==> src/rtl/memory_access_pkg.sv <==
// memory_access_pkg
// Shared types and constants for the memory access controller slice:
//   funct3_t : RV32I load/store width encodings
//   state_t  : controller FSM states
//   lane/width constants used by the aligner
package memory_access_pkg;

    typedef enum logic [2:0] {
        FUNCT3_B  = 3'b000,
        FUNCT3_H  = 3'b001,
        FUNCT3_W  = 3'b010,
        FUNCT3_BU = 3'b100,
        FUNCT3_HU = 3'b101
    } funct3_t;

    typedef enum logic [2:0] {
        IDLE,
        READ,
        CAPTURE,
        MERGE,
        WRITE,
        FAULT,
        RESP
    } state_t;

    localparam int BYTE_W   = 8;
    localparam int HALF_W   = 16;
    localparam int WORD_W   = 32;
    localparam int OFFSET_W = 2;

endpackage

==> src/rtl/load_store_aligner.sv <==
// load_store_aligner
// Purely combinational lane logic for byte-addressed accesses on a 32-bit
// little-endian word.
//   readWord   in  : word read from the backend
//   storeData  in  : right-aligned store data
//   funct3     in  : width of the latched access
//   offset     in  : latched byte offset (addr[1:0])
//   chkFunct3  in  : width of the request being checked for faults
//   chkWrite   in  : request is a store
//   chkOffset  in  : byte offset of the request being checked
//   loadData   out : addressed lane, sign/zero-extended
//   mergedWord out : readWord with only the addressed lane replaced
//   misaligned out : request must fault without touching memory
module load_store_aligner
    import memory_access_pkg::*;
(
    input  logic [WORD_W-1:0]   readWord,
    input  logic [WORD_W-1:0]   storeData,
    input  logic [2:0]          funct3,
    input  logic [OFFSET_W-1:0] offset,
    input  logic [2:0]          chkFunct3,
    input  logic                chkWrite,
    input  logic [OFFSET_W-1:0] chkOffset,
    output logic [WORD_W-1:0]   loadData,
    output logic [WORD_W-1:0]   mergedWord,
    output logic                misaligned
);

    logic [BYTE_W-1:0] byteVal;
    logic [HALF_W-1:0] halfVal;

    always_comb begin
        byteVal = readWord[{offset, 3'b000} +: BYTE_W];
        halfVal = readWord[{offset[1], 4'b0000} +: HALF_W];

        case (funct3)
            FUNCT3_B:  loadData = {{(WORD_W-BYTE_W){byteVal[BYTE_W-1]}}, byteVal};
            FUNCT3_BU: loadData = {{(WORD_W-BYTE_W){1'b0}}, byteVal};
            FUNCT3_H:  loadData = {{(WORD_W-HALF_W){halfVal[HALF_W-1]}}, halfVal};
            FUNCT3_HU: loadData = {{(WORD_W-HALF_W){1'b0}}, halfVal};
            default:   loadData = readWord;
        endcase

        mergedWord = readWord;
        case (funct3)
            FUNCT3_B: mergedWord[{offset, 3'b000} +: BYTE_W]    = storeData[BYTE_W-1:0];
            FUNCT3_H: mergedWord[{offset[1], 4'b0000} +: HALF_W] = storeData[HALF_W-1:0];
            default:  mergedWord = storeData;
        endcase

        // Unsigned widths have no store form, so funct3[2] on a store is illegal.
        case (chkFunct3)
            FUNCT3_B, FUNCT3_BU: misaligned = 1'b0;
            FUNCT3_H, FUNCT3_HU: misaligned = chkOffset[0];
            FUNCT3_W:            misaligned = (chkOffset != 2'b00);
            default:             misaligned = 1'b1;
        endcase
        if (chkWrite && chkFunct3[2]) begin
            misaligned = 1'b1;
        end
    end

endmodule

==> src/rtl/memory_access_controller.sv <==
// memory_access_controller
// Converts byte-addressed RV32I loads/stores into word accesses on a single
// read/write backend port. Sub-word stores use read-modify-write; loads are
// lane-extracted and extended; illegal accesses complete with a fault flag.
//   clock, reset                 : clock, asynchronous active-low reset
//   reqValid/reqReady            : request handshake (ready only in IDLE)
//   reqWrite/reqFunct3/reqAddress/reqWriteData : request fields
//   respValid/respData/respMisaligned          : one-cycle completion
//   backendAddress/backendDataOut/backendDataIn/backendWriteEnable : backend port
module memory_access_controller
    import memory_access_pkg::*;
#(
    parameter int WORD_ADDR_WIDTH = 30
) (
    input  logic                       clock,
    input  logic                       reset,
    input  logic                       reqValid,
    output logic                       reqReady,
    input  logic                       reqWrite,
    input  logic [2:0]                 reqFunct3,
    input  logic [31:0]                reqAddress,
    input  logic [31:0]                reqWriteData,
    output logic                       respValid,
    output logic [31:0]                respData,
    output logic                       respMisaligned,
    output logic [WORD_ADDR_WIDTH-1:0] backendAddress,
    input  logic [31:0]                backendDataOut,
    output logic [31:0]                backendDataIn,
    output logic                       backendWriteEnable
);

    state_t      state;
    logic        latWrite;
    logic [2:0]  latFunct3;
    logic [1:0]  latOffset;
    logic [31:0] latData;

    logic [31:0] loadData;
    logic [31:0] mergedWord;
    logic        reqMisaligned;
    logic        accept;

    assign accept = reqValid && reqReady;

    load_store_aligner aligner (
        .readWord   (backendDataOut),
        .storeData  (latData),
        .funct3     (latFunct3),
        .offset     (latOffset),
        .chkFunct3  (reqFunct3),
        .chkWrite   (reqWrite),
        .chkOffset  (reqAddress[1:0]),
        .loadData   (loadData),
        .mergedWord (mergedWord),
        .misaligned (reqMisaligned)
    );

    // Request fields are pure data: captured on accept, no reset needed.
    always_ff @(posedge clock) begin
        if (accept) begin
            latWrite  <= reqWrite;
            latFunct3 <= reqFunct3;
            latOffset <= reqAddress[1:0];
            latData   <= reqWriteData;
        end
    end

    always_ff @(posedge clock or negedge reset) begin
        if (!reset) begin
            state              <= IDLE;
            reqReady           <= 1'b1;
            respValid          <= 1'b0;
            respData           <= '0;
            respMisaligned     <= 1'b0;
            backendWriteEnable <= 1'b0;
            backendAddress     <= '0;
            backendDataIn      <= '0;
        end else begin
            respValid          <= 1'b0;
            backendWriteEnable <= 1'b0;
            case (state)
                // Accept and classify; the address is held until the next accept.
                IDLE: begin
                    if (accept) begin
                        reqReady       <= 1'b0;
                        backendAddress <= reqAddress[WORD_ADDR_WIDTH+1:2];
                        if (reqMisaligned) begin
                            state <= FAULT;
                        end else if (reqWrite && (reqFunct3 == FUNCT3_W)) begin
                            backendDataIn      <= reqWriteData;
                            backendWriteEnable <= 1'b1;
                            state              <= WRITE;
                        end else begin
                            state <= READ;
                        end
                    end
                end
                // Address is on the backend this cycle; data arrives next cycle.
                READ: begin
                    state <= latWrite ? MERGE : CAPTURE;
                end
                CAPTURE: begin
                    respData       <= loadData;
                    respMisaligned <= 1'b0;
                    respValid      <= 1'b1;
                    state          <= RESP;
                end
                MERGE: begin
                    backendDataIn      <= mergedWord;
                    backendWriteEnable <= 1'b1;
                    state              <= WRITE;
                end
                WRITE: begin
                    respData       <= '0;
                    respMisaligned <= 1'b0;
                    respValid      <= 1'b1;
                    state          <= RESP;
                end
                FAULT: begin
                    respData       <= '0;
                    respMisaligned <= 1'b1;
                    respValid      <= 1'b1;
                    state          <= RESP;
                end
                RESP: begin
                    reqReady <= 1'b1;
                    state    <= IDLE;
                end
                default: begin
                    reqReady <= 1'b1;
                    state    <= IDLE;
                end
            endcase
        end
    end

endmodule

==> config.mk <==
export PLATFORM = sky130hd
export DESIGN_NAME = memory_access_controller
export DESIGN_NICKNAME = d
export VERILOG_FILES = /design/src/rtl/memory_access_pkg.sv /design/src/rtl/load_store_aligner.sv /design/src/rtl/memory_access_controller.sv
export SDC_FILE = /design/constraint.sdc
export NUM_CORES = 1
export LEC_CHECK = 0
export CORE_MARGIN = 5
export CORE_UTILIZATION = 40
export DETAILED_ROUTE_END_ITERATION = 10
export PLACE_DENSITY = 0.68
export SYNTH_ARGS = -nofsm -noshare
export SYNTH_HDL_FRONTEND = slang
export SYNTH_HIERARCHICAL = 1
export SYNTH_SLANG_ARGS = --single-unit
==> constraint.sdc <==
create_clock -name clock -period 5.2 [get_ports clock]
set_input_delay 0.78 -clock clock [delete_from_list [all_inputs] [get_ports clock]]
set_output_delay 0.78 -clock clock [all_outputs]
set_load 0.02 [all_outputs]
Yosys cells after proc, flatten, opt, wreduce, memory -nomap -nowiden
Index checks and enable logic that the tools add are counted.
- register bits: 139
- input port bits: 103
- output and inout bits: 98
- word-level logic and storage cells: 79
- $add $sub $neg: 2
- equality and inequality tests: 15
- shift operators: 6
- multiplexer cells: 24
- bitwise operators: 1
- reductions and logical operators: 19
- operators with widths (cell ; number):
    32-bit case mux with 2 select lines ; 3
    32-bit case mux with 4 select lines ; 1
    32-bit two-way mux ; 3
    32-bit bitwise mux ; 2
    16-bit by 7-bit variable shift with 32-bit output, first input constant ; 1
    8-bit by 7-bit variable shift with 32-bit output, first input constant ; 1
    16-bit by 7-bit variable part select with 32-bit output ; 1
    32-bit by 6-bit variable part select with 16-bit output ; 1
    32-bit by 6-bit variable part select with 8-bit output ; 1
    8-bit by 7-bit variable part select with 32-bit output ; 1
    3-bit == test, second input constant ; 6
    5-bit negation with 7-bit output ; 2
    3-bit case mux with 4 select lines ; 1
    3-bit by 1-bit == test with 1-bit output, second input constant ; 3
    3-bit by 2-bit == test with 1-bit output, second input constant ; 3
    3-bit zero test ; 3
    3-bit two-way mux ; 3
    2-bit nonzero test ; 4
    2-bit OR reduction ; 4
    1-bit two-way mux ; 7
    2-bit inequality test, second input constant ; 3
    1-bit case mux with 2 select lines ; 3
    5-bit OR reduction ; 1
    2-bit AND reduction ; 2
    other kinds (5) ; 7

Logic depth before layout (Yosys ltp)
Gate-level depths: netlist of the first run.
- depth after elaboration: 7
- depth in mapped cells: 10
- mapped depth without buffers: 8

Modules after synthesis
The synthesis of the first run kept the hierarchy.
- by module, submodules not included (module ; instances ; cells each ; area an instance (um2) ; sequential area each (um2)):
    memory_access_controller ; 1 ; 438 ; 6002.0 ; 3669.8
    load_store_aligner ; 1 ; 310 ; 1793.0 ; 0.0

Least setup slack after synthesis of the first run
OpenSTA, ideal clock, no wires.
- path type: register to register
- start point: register latOffset[1]
- end point: register backendDataIn[28]
- setup time: 0.082 ns
- data arrival time: 2.102 ns
- data required time: 5.118 ns
- setup slack: 3.016 ns
- stages on the path, launching flop included: 10
- path through: edfxtp_1 -> buf_6 -> inv_1 -> buf_2 -> ha_1 -> nor4b_2 -> a222oi_1 -> o21ai_0 -> nor2_1 -> a31oi_1
- word-level cells in the longest chain between the ends: 5
- RTL lines (element ; RTL line ; text):
    from (decl) ; memory_access_controller.sv:35 ; logic [1:0] latOffset;
    from (signal assigned) ; memory_access_controller.sv:63 ; latOffset <= reqAddress[1:0];
    5-bit negation with 7-bit output (on tied branches) ; load_store_aligner.sv:47, load_store_aligner.sv:46 ;
    16-bit by 7-bit variable part select with 32-bit output, or another cell as far along ; load_store_aligner.sv:47 ; FUNCT3_H: mergedWord[{offset[1], 4'b0000} +: HALF_W] = storeData[HALF_W-1:0];
    32-bit bitwise mux (on tied branches) ; load_store_aligner.sv:47, load_store_aligner.sv:46 ;
    32-bit case mux with 2 select lines * ; load_store_aligner.sv:45 ; case (funct3)
    named net mergedWord[28] ; memory_access_controller.sv:39 ; logic [31:0] mergedWord;
    32-bit case mux with 2 select lines * ; memory_access_controller.sv:81 ; case (state)
    to (signal assigned) ; memory_access_controller.sv:90 ; backendDataIn <= reqWriteData;
    to (signal assigned) ; memory_access_controller.sv:109 ; backendDataIn <= mergedWord;
    to (decl) ; memory_access_controller.sv:28 ; output logic [31:0] backendDataIn,
The timed path passes the listed nets; every way through them passes the cells marked *.
A chain may end at the register's enable or synchronous reset.

Final worst setup path of the first run
- start point: register latOffset[1]
- end point: register backendDataIn[13]
Same word-level chain as after synthesis.

==> results of run 1 <==
-- through the flow --
step / util [%] / hold slack [ps]
after floorplan: - / 484
after global placement: 51.0 / 468
after detailed placement: 51.0 / 477
after CTS: 54.3 / 367
after global routing: 54.3 / 393
final: 54.3 / 351
-- worst max-delay path, delay by kind of cell (launching register included) --
| family | cells | cell delay (ps) |
|---|---|---|
| buf+inv | 2 | 760 |
| compound gates | 3 | 650 |
| simple gates | 3 | 600 |
| fa+ha+maj | 1 | 490 |
| flops | 1 | 320 |
-- registers in the layout (all words and copies together) (netlist names) --
signal / cells
respData: 32
respValid: 1
latOffset: 2
latData: 32
latWrite: 1
backendDataIn: 32
backendAddress: 30
backendWriteEnable: 1
reqReady: 1
respMisaligned: 1
state: 3
latFunct3: 3
-- report_power, final --
group / total (W) / internal, W / switching (W)
clock: 0.00129 / 0.000816 / 0.000479
combinational: 0.00246 / 0.00113 / 0.00133
sequential: 0.00179 / 0.00152 / 0.000269
-- kinds of logic after synthesis --
logic type,after synthesis,share of synthesized area (%)
DFF,139,47.1
xor gates and xnor gates,1,0.112
muxes,44,6.44
buffers and inverters,80,5.73
and+or+nand+nor,274,17.4
AOI/OAI and AO/OA,205,22.4
adders and majority gates,5,0.803
-- final cells by class --
type                    count  area share, %
multi-input cells         529           35.4
flip-flops and latches    139           35.0
repair buffers            216           20.2
clock buffers              24           5.09
well taps                 265           3.16
clock inverters             8          0.965
inverters                   6          0.214
-- synthesized netlist by cell type (all sizes together) (2+ instances only) --
library cell  instances
dfrtp               100
a22o                 32
ha                    5
buf                  52
o211ai                6
nor3                 12
o221a                 7
o41ai                33
o22a                  3
mux2i                 4
and3                  2
a22oi                11
nand4                33
nand3                10
mux2                 39
nor2                 77
a31oi                33
a21boi                3
nand2                76
nand4bb               3
or2                   2
clkbuf               22
and2                  3
o21ai                27
a211oi                7
or3                   7
nor2b                35
a21oi                20
nand2b                7
inv                   6
edfxtp               38
a221oi               17
-- metal layers --
metal	global-route usage, %	vias to the layer above	part of all wire, %
met2	32.6	337	45
met5	0	-	0
met3	4.60	44	8.3
met1	33.0	3440	44
met4	8.38	0	2.6
li1	-	3141	-
-- path summary, 6_finish.rpt --
kind                                                from                             end  slack [ps]  cells after the start
min in group clock         backendAddress[1]$_DFFE_PN0P_   backendAddress[1]$_DFFE_PN0P_         490                      1
max reg2reg                       latOffset[1]$_DFFE_PP_   backendDataIn[13]$_DFFE_PN0P_        2300                      9
min reg2reg                backendAddress[1]$_DFFE_PN0P_   backendAddress[1]$_DFFE_PN0P_         490                      1
max in group asynchronous                          reset  backendAddress[20]$_DFFE_PN0P_        3630                      2
max                               latOffset[1]$_DFFE_PP_   backendDataIn[13]$_DFFE_PN0P_        2300                      9
min                                                reset         respData[6]$_DFFE_PN0P_         350                      1
==> summary.txt, run 1 <==
Routing
  • DR iter-0 viols: 953
  • WL final: 25300 um
  • Vias: 6962
  • DRT Pass-1 Iters: 5
  • Avg WL per Cell: 21.3 um
  • Residual DRC count: 0
  • Vias/cell: 5.87
  • Number of routed nets with antenna violations: 0

Setup path
  • Crit path cell chain: buf_4, inv_1, ha_1, nand2_1, nor2_1, a221oi_1, a211oi_1, nor2_1, a31oi_1
  • CP max FO: 39
  • CP arrival: 3240 ps
  • Worst Setup Start Kind: flip-flop
  • CP max stage delay: 490 ps
  • Critical path endpoint category: flip-flop
  • Crit-path most repeated cell: nor2_1
  • Worst EP required: 5540 ps
  • Crit path kind: reg2reg
  • CP max stage cell: ha_1

Worst hold path
  • Worst hold path class: in2async

Global route
  • Global-route wire length before repair: 39400 um
  • Antenna violations before repair: 0
  • GRT Overall Usage: 22.4%
  • Vias in the first global route: 6697
  • Largest net degree at the start of global routing: 61
  • Grt ovf: 0

Final layout
  • Commonest non-fill, non-tap cells in the layout: 199 x clkdlybuf4s50_1, 99 x dfrtp_1, 76 x nand2_1, 74 x nor2_1
  • Non-filler cells, final: 1187
  • Register area: 3670 um^2
  • # diodes: 0
  • Most common cell after layout, fill and taps aside: clkdlybuf4s50_1
  • Area of the multi-input gates: 3720 um^2
  • Nets: 1017
  • Share of layout cells above drive strength 1: 15.2%
  • Fillers: 1691
  • Area grow syn2layout: 34.7%
  • Finished layout cell area: 10500 um^2

Synth
  • Cell Area, Synth: 7790 um^2
  • Seq cells post-synth: 139
  • Sequential share of the synthesized area: 47.1%
  • Cells after Synth: 748
  • Number of synthesized flops with an enable pin: 38
  • Yosys top cell area share: 32.1%
  • YS warnings: 6
  • Top FF cell, synth: dfrtp_1
  • Synth cell types: 58
  • Ys async rst share: 72.7%
  • Syn nets: 856
  • Avg Synthesized Cell Area: 10.4 um^2
  • Area leader, netlist: dfrtp_1
  • Area contributors post-synth: dfrtp_1 32%, edfxtp_1 15%, o41ai_2 6.1%

Die
  • Num ports: 201
  • Initial Utilization: 40.3%
  • FP Rows: 51
  • Die width: 150 um
  • Core ar.: 19300 um^2
  • Die Area: 22400 um^2
  • Die height: 150 um

STA
  • Setup violations, final: 0
  • Max transition margin: 30.8%
  • Final Hold Vio Count: 0
  • Setup TNS: 0 ps
  • Post-layout minimum cycle time: 2900 ps
  • Slew Limit Fails: 0
  • Unrepaired setup endpoints after global routing: false
  • Fmax: 0.345 GHz
  • PnR worst setup slack: 2300 ps
  • Period utilization: 55.7%
  • Worst-Margin Slew: 1040 ps
  • Final Skew: 5.93 ps

Placement
  • GP Congestion: 0.887
  • Pre-CTS setup slack: 2060 ps
  • Hpwl dp: 17500 um
  • Port-buffer cells: 200
  • Placed cells: 1155
  • Placed Area: 9860 um^2

Run status
  • Status: completed

Clocking
  • Worst-Skew Late Latency: 420 ps
  • Resized Gates After CTS: 0
  • CTS H-tree lvls: 4
  • Post-CTS setup buffer count: 0
  • Clock Pin Slew Worst Setup and Hold Paths: 60 ps
  • CTS Buffer Depth: 2
  • Root buffer cell: clkbuf_16
  • Total CTS buffers: 17
  • Sink Count: 139
  • CTS tree: yes
  • Cts hold-fix bufs: 0

Power
  • Peak supply drop: 0.286 mV
  • PD cells: 528 nW/um^2
  • Leakage: 4.06 nW
  • Tot Pwr: 0.00554 W

Job
  • Max Cap Viol: 0
Note: power is estimated with default switching activity, not from simulation.
==> inputs of run 2 (changes only) <==
==> constraint.sdc (replaced) <==
create_clock -name clock -period 3 [get_ports clock]
set_input_delay 0.45 -clock clock [delete_from_list [all_inputs] [get_ports clock]]
set_output_delay 0.45 -clock clock [all_outputs]
set_load 0.02 [all_outputs]
==> run 2 against run 1 <==
Die area unchanged; via count down 0.23%; wire length decreased by 0.21%; final area grew 1.1%; power is 75% higher; hold slack improved by 87 ps; critical path depth is 1 lower; register-to-register slack got worse by 1800 ps; maximum frequency grew 17%; setup slack worse by 1800 ps; largest cell class unchanged.
==> summary.txt, run 2 (synthesis results as in run 1) <==
Job
  • Max Cap Viol: 0 (unchanged)

Placement
  • Placed cells: 1163 (+0.69%)
  • Port-buffer cells: 200 (unchanged)
  • Hpwl dp: 17700 um (+1.2%)
  • GP Congestion: 0.927 (+4.5%)

Final layout
  • Most common cell after layout, fill and taps aside: clkdlybuf4s50_1
  • Share of layout cells above drive strength 1: 16.0% (+0.82 points)
  • Non-filler cells, final: 1196 (+0.76%)
  • Area grow syn2layout: 36.2%
  • Nets: 1026 (+0.88%)
  • Largest regs: backendDataIn x32, latData x32, respData x32
  • # diodes: 0 (unchanged)
  • Commonest non-fill, non-tap cells in the layout: 199 x clkdlybuf4s50_1, 99 x dfrtp_1, 76 x nand2_1, 74 x nor2_1
  • Fillers: 1676 (-0.89%)

STA
  • Final Skew: 7.53 ps (+1.61 ps)
  • Unrepaired setup endpoints after global routing: false
  • Setup violations, final: 0 (unchanged)
  • Final Hold Vio Count: 0 (unchanged)
  • Slew Limit Fails: 0 (unchanged)
  • Worst-Margin Slew: 794 ps (-241 ps)
  • Post-layout minimum cycle time: 2490 ps (-411 ps)
  • Setup TNS: 0 ps (unchanged)
  • Period utilization: 82.9% (+27 points)
  • Fmax: 0.402 GHz (+17%)
  • Max transition margin: 47.0% (+16 points)

Setup path
  • Worst EP required: 3350 ps (-2190 ps)
  • CP max stage cell: edfxtp_1
  • CP max FO: 8 (-79%)
  • Crit-path most repeated cell: nor2_1
  • Crit path cell chain: inv_1, ha_1, nand2_1, nor2_1, a221oi_1, a211oi_1, nor2_1, a31oi_1
  • Worst Setup Start Kind: flip-flop
  • Worst path bufs/invs: 1 (-1)
  • Crit path max-delay family: compound AO/OA/AOI/OAI gates
  • CP arrival: 2830 ps (-410 ps)
  • Critical path endpoint category: flip-flop
  • CP max stage delay: 530 ps (+40 ps)
  • Crit path kind: reg2reg

Power
  • Sequential Power Share: 32.9% (+0.6 points)
  • PD cells: 911 nW/um^2 (+73%)
  • Peak supply drop: 0.486 mV (+70%)
  • Switch share: 38.0% (+0.41 points)
  • Combinational Power Share: 43.5% (-0.9 points)
  • Net Switching: 0.00367 W (+76%)
  • Leakage: 4.13 nW (+1.6%)
  • Clock power frac: 23.5% (about the same)
  • Power Internal: 0.00600 W (+73%)

Routing
  • Residual DRC count: 0 (unchanged)
  • Vias: 6946 (-0.23%)
  • Vias/cell: 5.81 (-0.98%)
  • DRT Pass-1 Iters: 7 (+2)
  • DR iter-0 viols: 631 (-34%)
  • Avg WL per Cell: 21.1 um (-0.96%)
  • Number of routed nets with antenna violations: 0 (unchanged)
  • WL final: 25300 um (-0.21%)

Global route
  • Grt ovf: 0 (unchanged)
  • Global-route wire length before repair: 38800 um (-1.6%)
  • Antenna violations before repair: 0 (unchanged)
  • Largest net degree at the start of global routing: 59 (-3.3%)
  • GRT Overall Usage: 22.2% (-0.19 points)
  • Vias in the first global route: 6626 (-1.1%)

Clocking
  • CTS tree: yes
  • CTS H-tree lvls: 4 (unchanged)
  • Resized Gates After CTS: 0 (unchanged)
  • CTS Buffer Depth: 2 (unchanged)
  • Total CTS buffers: 17 (unchanged)
  • Clock Pin Slew Worst Setup and Hold Paths: 60 ps (about the same)
  • Post-CTS setup buffer count: 0 (unchanged)
  • Worst-Skew Late Latency: 420 ps (about the same)
  • Root buffer cell: clkbuf_16
  • Sink Count: 139 (unchanged)

Die
  • Num ports: 201 (unchanged)
  • Initial Utilization: 40.3% (unchanged)
  • FP Rows: 51 (unchanged)
  • Die height: 150 um (unchanged)
  • Die Area: 22400 um^2 (unchanged)
  • Die width: 150 um (unchanged)
  • Core ar.: 19300 um^2 (unchanged)

Worst hold path
  • Worst hold path class: in2async

Run status
  • Status: completed
-- run 2: changes by cell type in the layout (fill, tap and decap cells not counted), moves of 3 or more --
cell / change
buf_12: +3
buf_4: +5
clkbuf_8: -4
inv_6: +4
-- run 2: area by class of cell --
| class | count | area (um^2) | area share (%) |
|---|---|---|---|
| Tap cell | 265 | 332 | 3.12 |
| Timing Repair Buffer | 225 | 2230 | 21.0 |
| Inverter | 6 | 22.5 | 0.212 |
| Multi-Input combinational cell | 529 | 3720 | 35.0 |
| Sequential cell | 139 | 3670 | 34.6 |
| Clock buffer | 20 | 500 | 4.71 |
| Clock inverter | 12 | 144 | 1.36 |
-- run 2: layer usage --
metal / wire (um) / vias to the layer above / global-route usage (%)
met5: 0 / - / 0
met3: 2260 / 42 / 5.27
met4: 571 / 0 / 6.96
met2: 11600 / 330 / 33.7
li1: - / 3169 / -
met1: 10800 / 3405 / 31.7
-- run 2: power groups by stage --
stage / registers, W / clock network [W] / logic [W]
after CTS: 0.00319 / 0.00231 / 0.00423
after detailed placement: 0.00320 / 0 / 0.00421
final: 0.00319 / 0.00228 / 0.00421
after floorplan: 0.00366 / 0 / 0.00196
after global routing: 0.00328 / 0.00239 / 0.00450
after global placement: 0.00320 / 0 / 0.00417
-- run 2: through the flow --
step	util [%]	hold slack, ps	cell area [um^2]	worst slack [ps]	total power, W
2_1_floorplan	-	154	7790	816	0.00562
3_3_place_gp	51.5	336	9960	540	0.00737
3_5_place_dp	51.5	340	9960	474	0.00741
4_1_cts	54.9	441	10600	540	0.00972
5_1_grt	54.9	453	10600	323	0.0102
6_report	54.9	439	10600	512	0.00967
-- run 2: path summary, 6_finish.rpt --
check	from	to	slack (ps)	cells past startpoint
setup reg to reg	latOffset[0]$_DFFE_PP_	backendDataIn[11]$_DFFE_PN0P_	510	8
max in group asynchronous	reset	reqReady$_DFFE_PN1P_	1850	3
min in group clock	respData[4]$_DFFE_PN0P_	respData[4]$_DFFE_PN0P_	500	1
hold / removal	reset	respData[6]$_DFFE_PN0P_	440	2
hold reg to reg	respData[4]$_DFFE_PN0P_	respData[4]$_DFFE_PN0P_	500	1
setup / recovery	latOffset[0]$_DFFE_PP_	backendDataIn[11]$_DFFE_PN0P_	510	8
-- run 2: repair_timing --
action	4_1_cts	5_1_grt
hold endpoints to repair	14	0
setup endpoints to repair	0	0
hold buffers	1	0
==> inputs of run 3 (changes only) <==
--- a/config.mk
+++ b/config.mk
@@ -8,7 +8,7 @@
 export CORE_MARGIN = 5
 export CORE_UTILIZATION = 40
 export DETAILED_ROUTE_END_ITERATION = 10
-export PLACE_DENSITY = 0.68
+export PLACE_DENSITY = 0.7
 export SYNTH_ARGS = -nofsm -noshare
 export SYNTH_HDL_FRONTEND = slang
 export SYNTH_HIERARCHICAL = 1
==> constraint.sdc (replaced) <==
create_clock -name clock -period 2 [get_ports clock]
set_input_delay 0.3 -clock clock [delete_from_list [all_inputs] [get_ports clock]]
set_output_delay 0.3 -clock clock [all_outputs]
set_load 0.02 [all_outputs]
==> run 3 against run 2 <==
Register-to-register slack lost 490 ps; combinational power rose by 64%; final area is 5.6% higher; clock power up 36%; power up 51%; count of clock-buffer cells in the layout is the same; critical endpoint is now respData[13]$_DFFE_PN0P_.
==> summary.txt, run 3 (synthesis results as in run 1) <==
Worst hold path
  • Worst hold path class: in2async

Die
  • Num ports: 201 (unchanged)
  • FP Rows: 51 (unchanged)
  • Die height: 150 um (unchanged)
  • Initial Utilization: 40.3% (unchanged)
  • Die width: 150 um (unchanged)
  • Die Area: 22400 um^2 (unchanged)
  • Core ar.: 19300 um^2 (unchanged)

Routing
  • Vias: 7113 (+2.4%)
  • WL final: 25900 um (+2.6%)
  • DR iter-0 viols: 757 (+20%)
  • DRT Pass-1 Iters: 5 (-2)
  • Vias/cell: 5.69 (-1.9%)
  • Number of routed nets with antenna violations: 0 (unchanged)
  • Avg WL per Cell: 20.8 um (-1.8%)
  • Residual DRC count: 0 (unchanged)

Power
  • PD cells: 1310 nW/um^2 (+43%)
  • Clock power frac: 21.1% (-2.4 points)
  • Combinational Power Share: 47.3% (+3.8 points)
  • Sequential Power Share: 31.6% (-1.3 points)
  • Power Internal: 0.00900 W (+50%)
  • Switch share: 38.6% (+0.60 points)
  • Peak supply drop: 0.674 mV (+39%)
  • Net Switching: 0.00565 W (+54%)
  • Leakage: 4.42 nW (+7.1%)
  • Tot Pwr: 0.0146 W (+51%)

STA
  • Post-layout minimum cycle time: 1980 ps (-505 ps)
  • Slew Limit Fails: 0 (unchanged)
  • Setup TNS: 0 ps (unchanged)
  • Period utilization: 99.1% (+16 points)
  • Setup violations, final: 0 (unchanged)
  • Final Hold Vio Count: 0 (unchanged)
  • Worst-Margin Slew: 520 ps (-274 ps)
  • Final Skew: 7.07 ps (-0.459 ps)
  • Unrepaired setup endpoints after global routing: true
  • Max transition margin: 65.3% (+18 points)
  • Fmax: 0.505 GHz (+25%)

Final layout
  • Fillers: 1635 (-2.4%)
  • Nets: 1079 (+5.2%)
  • Area grow syn2layout: 43.8%
  • Most common cell after layout, fill and taps aside: clkdlybuf4s50_1
  • Register area: 3670 um^2 (unchanged)
  • Largest regs: backendDataIn x32, latData x32, respData x32
  • Finished layout cell area: 11200 um^2 (+5.6%)
  • Share of layout cells above drive strength 1: 22.7% (+6.7 points)
  • Finished Core Util: 58.0% (+3.1 points)
  • Commonest non-fill, non-tap cells in the layout: 198 x clkdlybuf4s50_1, 99 x dfrtp_1, 75 x nand2_1, 71 x nor2_1, 61 x buf_4
  • Area of the multi-input gates: 3880 um^2 (+4.3%)
  • # diodes: 0 (unchanged)

Clocking
  • Root buffer cell: clkbuf_16
  • Total CTS buffers: 17 (unchanged)
  • CTS tree: yes
  • Worst-Skew Late Latency: 420 ps (about the same)
  • CTS H-tree lvls: 4 (unchanged)
  • CTS Buffer Depth: 2 (unchanged)
  • Sink Count: 139 (unchanged)
  • Clock Pin Slew Worst Setup and Hold Paths: 60 ps (about the same)

Placement
  • GP Congestion: 0.925 (-0.22%)
  • Hpwl dp: 18600 um (+5.6%)
  • Port-buffer cells: 200 (unchanged)
  • Placed Area: 10400 um^2 (+4.6%)

Global route
  • Grt ovf: 0 (unchanged)
  • Global-route wire length before repair: 39600 um (+2.1%)
  • GRT Overall Usage: 22.8% (+0.56 points)
  • Largest net degree at the start of global routing: 39 (-34%)
  • Vias in the first global route: 6894 (+4.0%)
  • Antenna violations before repair: 1 (+1)

Setup path
  • Crit path kind: reg2reg
  • Worst EP required: 2310 ps (-1040 ps)
  • Worst Setup Start Kind: flip-flop
  • Critical path endpoint category: flip-flop
  • CP max FO: 11 (+3)
  • CP arrival: 2290 ps (-540 ps)

Job
  • Max Cap Viol: 0 (unchanged)

Run status
  • Status: completed
[run 3: cell types whose count changed in the layout (fill, tap and decap cells not counted), moves of 5 or more]
cell / change
buf_6: +6
buf_12: +7
buf_4: +39
a21oi_2: +5
a21oi_1: -5
[run 3: cell type report]
cell class / count / share of cell area (%)
multi-input cells: 530 / 34.6
inverters: 6 / 0.201
repair buffers: 277 / 24.4
well taps: 265 / 2.96
clock inverters: 12 / 0.871
clock buffers: 20 / 4.27
flip-flops and latches: 139 / 32.7
[run 3: routing by layer]
layer | part of all wire [%] | routed length (um) | global-route usage (%) | vias up
met5 | 0.027 | 7 | 0 | -
met3 | 8.1 | 2100 | 5.30 | 48
met2 | 46 | 11900 | 34.5 | 302
met1 | 44 | 11300 | 32.8 | 3478
li1 | - | - | - | 3283
met4 | 2.2 | 561 | 6.73 | 2
[run 3: through the flow]
step           instances  hold WS [ps]  setup slack (ps)
4_1_cts             1244           413              2.19
6_report            1249           396              17.9
5_1_grt             1249           444             -42.5
3_5_place_dp        1210           306              -188
3_3_place_gp        1210           298              -200
2_1_floorplan        748          4.41             -34.3
[run 3: worst paths after layout]
path                                               start                              to  slack, ps  depth (start not counted)
setup / recovery                  latOffset[1]$_DFFE_PP_        respData[13]$_DFFE_PN0P_         20                          6
hold / removal                                     reset         respData[2]$_DFFE_PN0P_        400                          2
setup reg to reg                  latOffset[1]$_DFFE_PP_        respData[13]$_DFFE_PN0P_         20                          6
hold reg to reg            backendAddress[1]$_DFFE_PN0P_   backendAddress[1]$_DFFE_PN0P_        490                          1
max in group asynchronous                          reset  backendAddress[24]$_DFFE_PN0P_        990                          3
min in group clock                      reqWriteData[27]           latData[27]$_DFFE_PP_        450                          1
[run 3: critical path: stages (launching register included)]
cell,delay (ps)
edfxtp_1,440
buf_6,190
mux4_2,560
nand2b_4,120
buf_4,160
o211ai_1,150
a22o_1,240
[run 3: power by group through the flow]
stage / clock network [W] / logic, W / registers (W)
5_1_grt: 0.00327 / 0.00734 / 0.00476
4_1_cts: 0.00313 / 0.00683 / 0.00463
6_report: 0.00310 / 0.00692 / 0.00463
3_3_place_gp: 0 / 0.00670 / 0.00467
2_1_floorplan: 0 / 0.00296 / 0.00549
3_5_place_dp: 0 / 0.00677 / 0.00465
[run 3: what timing repair did]
item | CTS | global route
endpoints found under the hold margin | 28 | 0
pin swaps | 0 | 11
endpoints found under the setup margin | 16 | 39
cloned | 1 | 0
hold buffers | 1 | 0
gates resized for setup | 4 | 33
setup buffers | 1 | 5
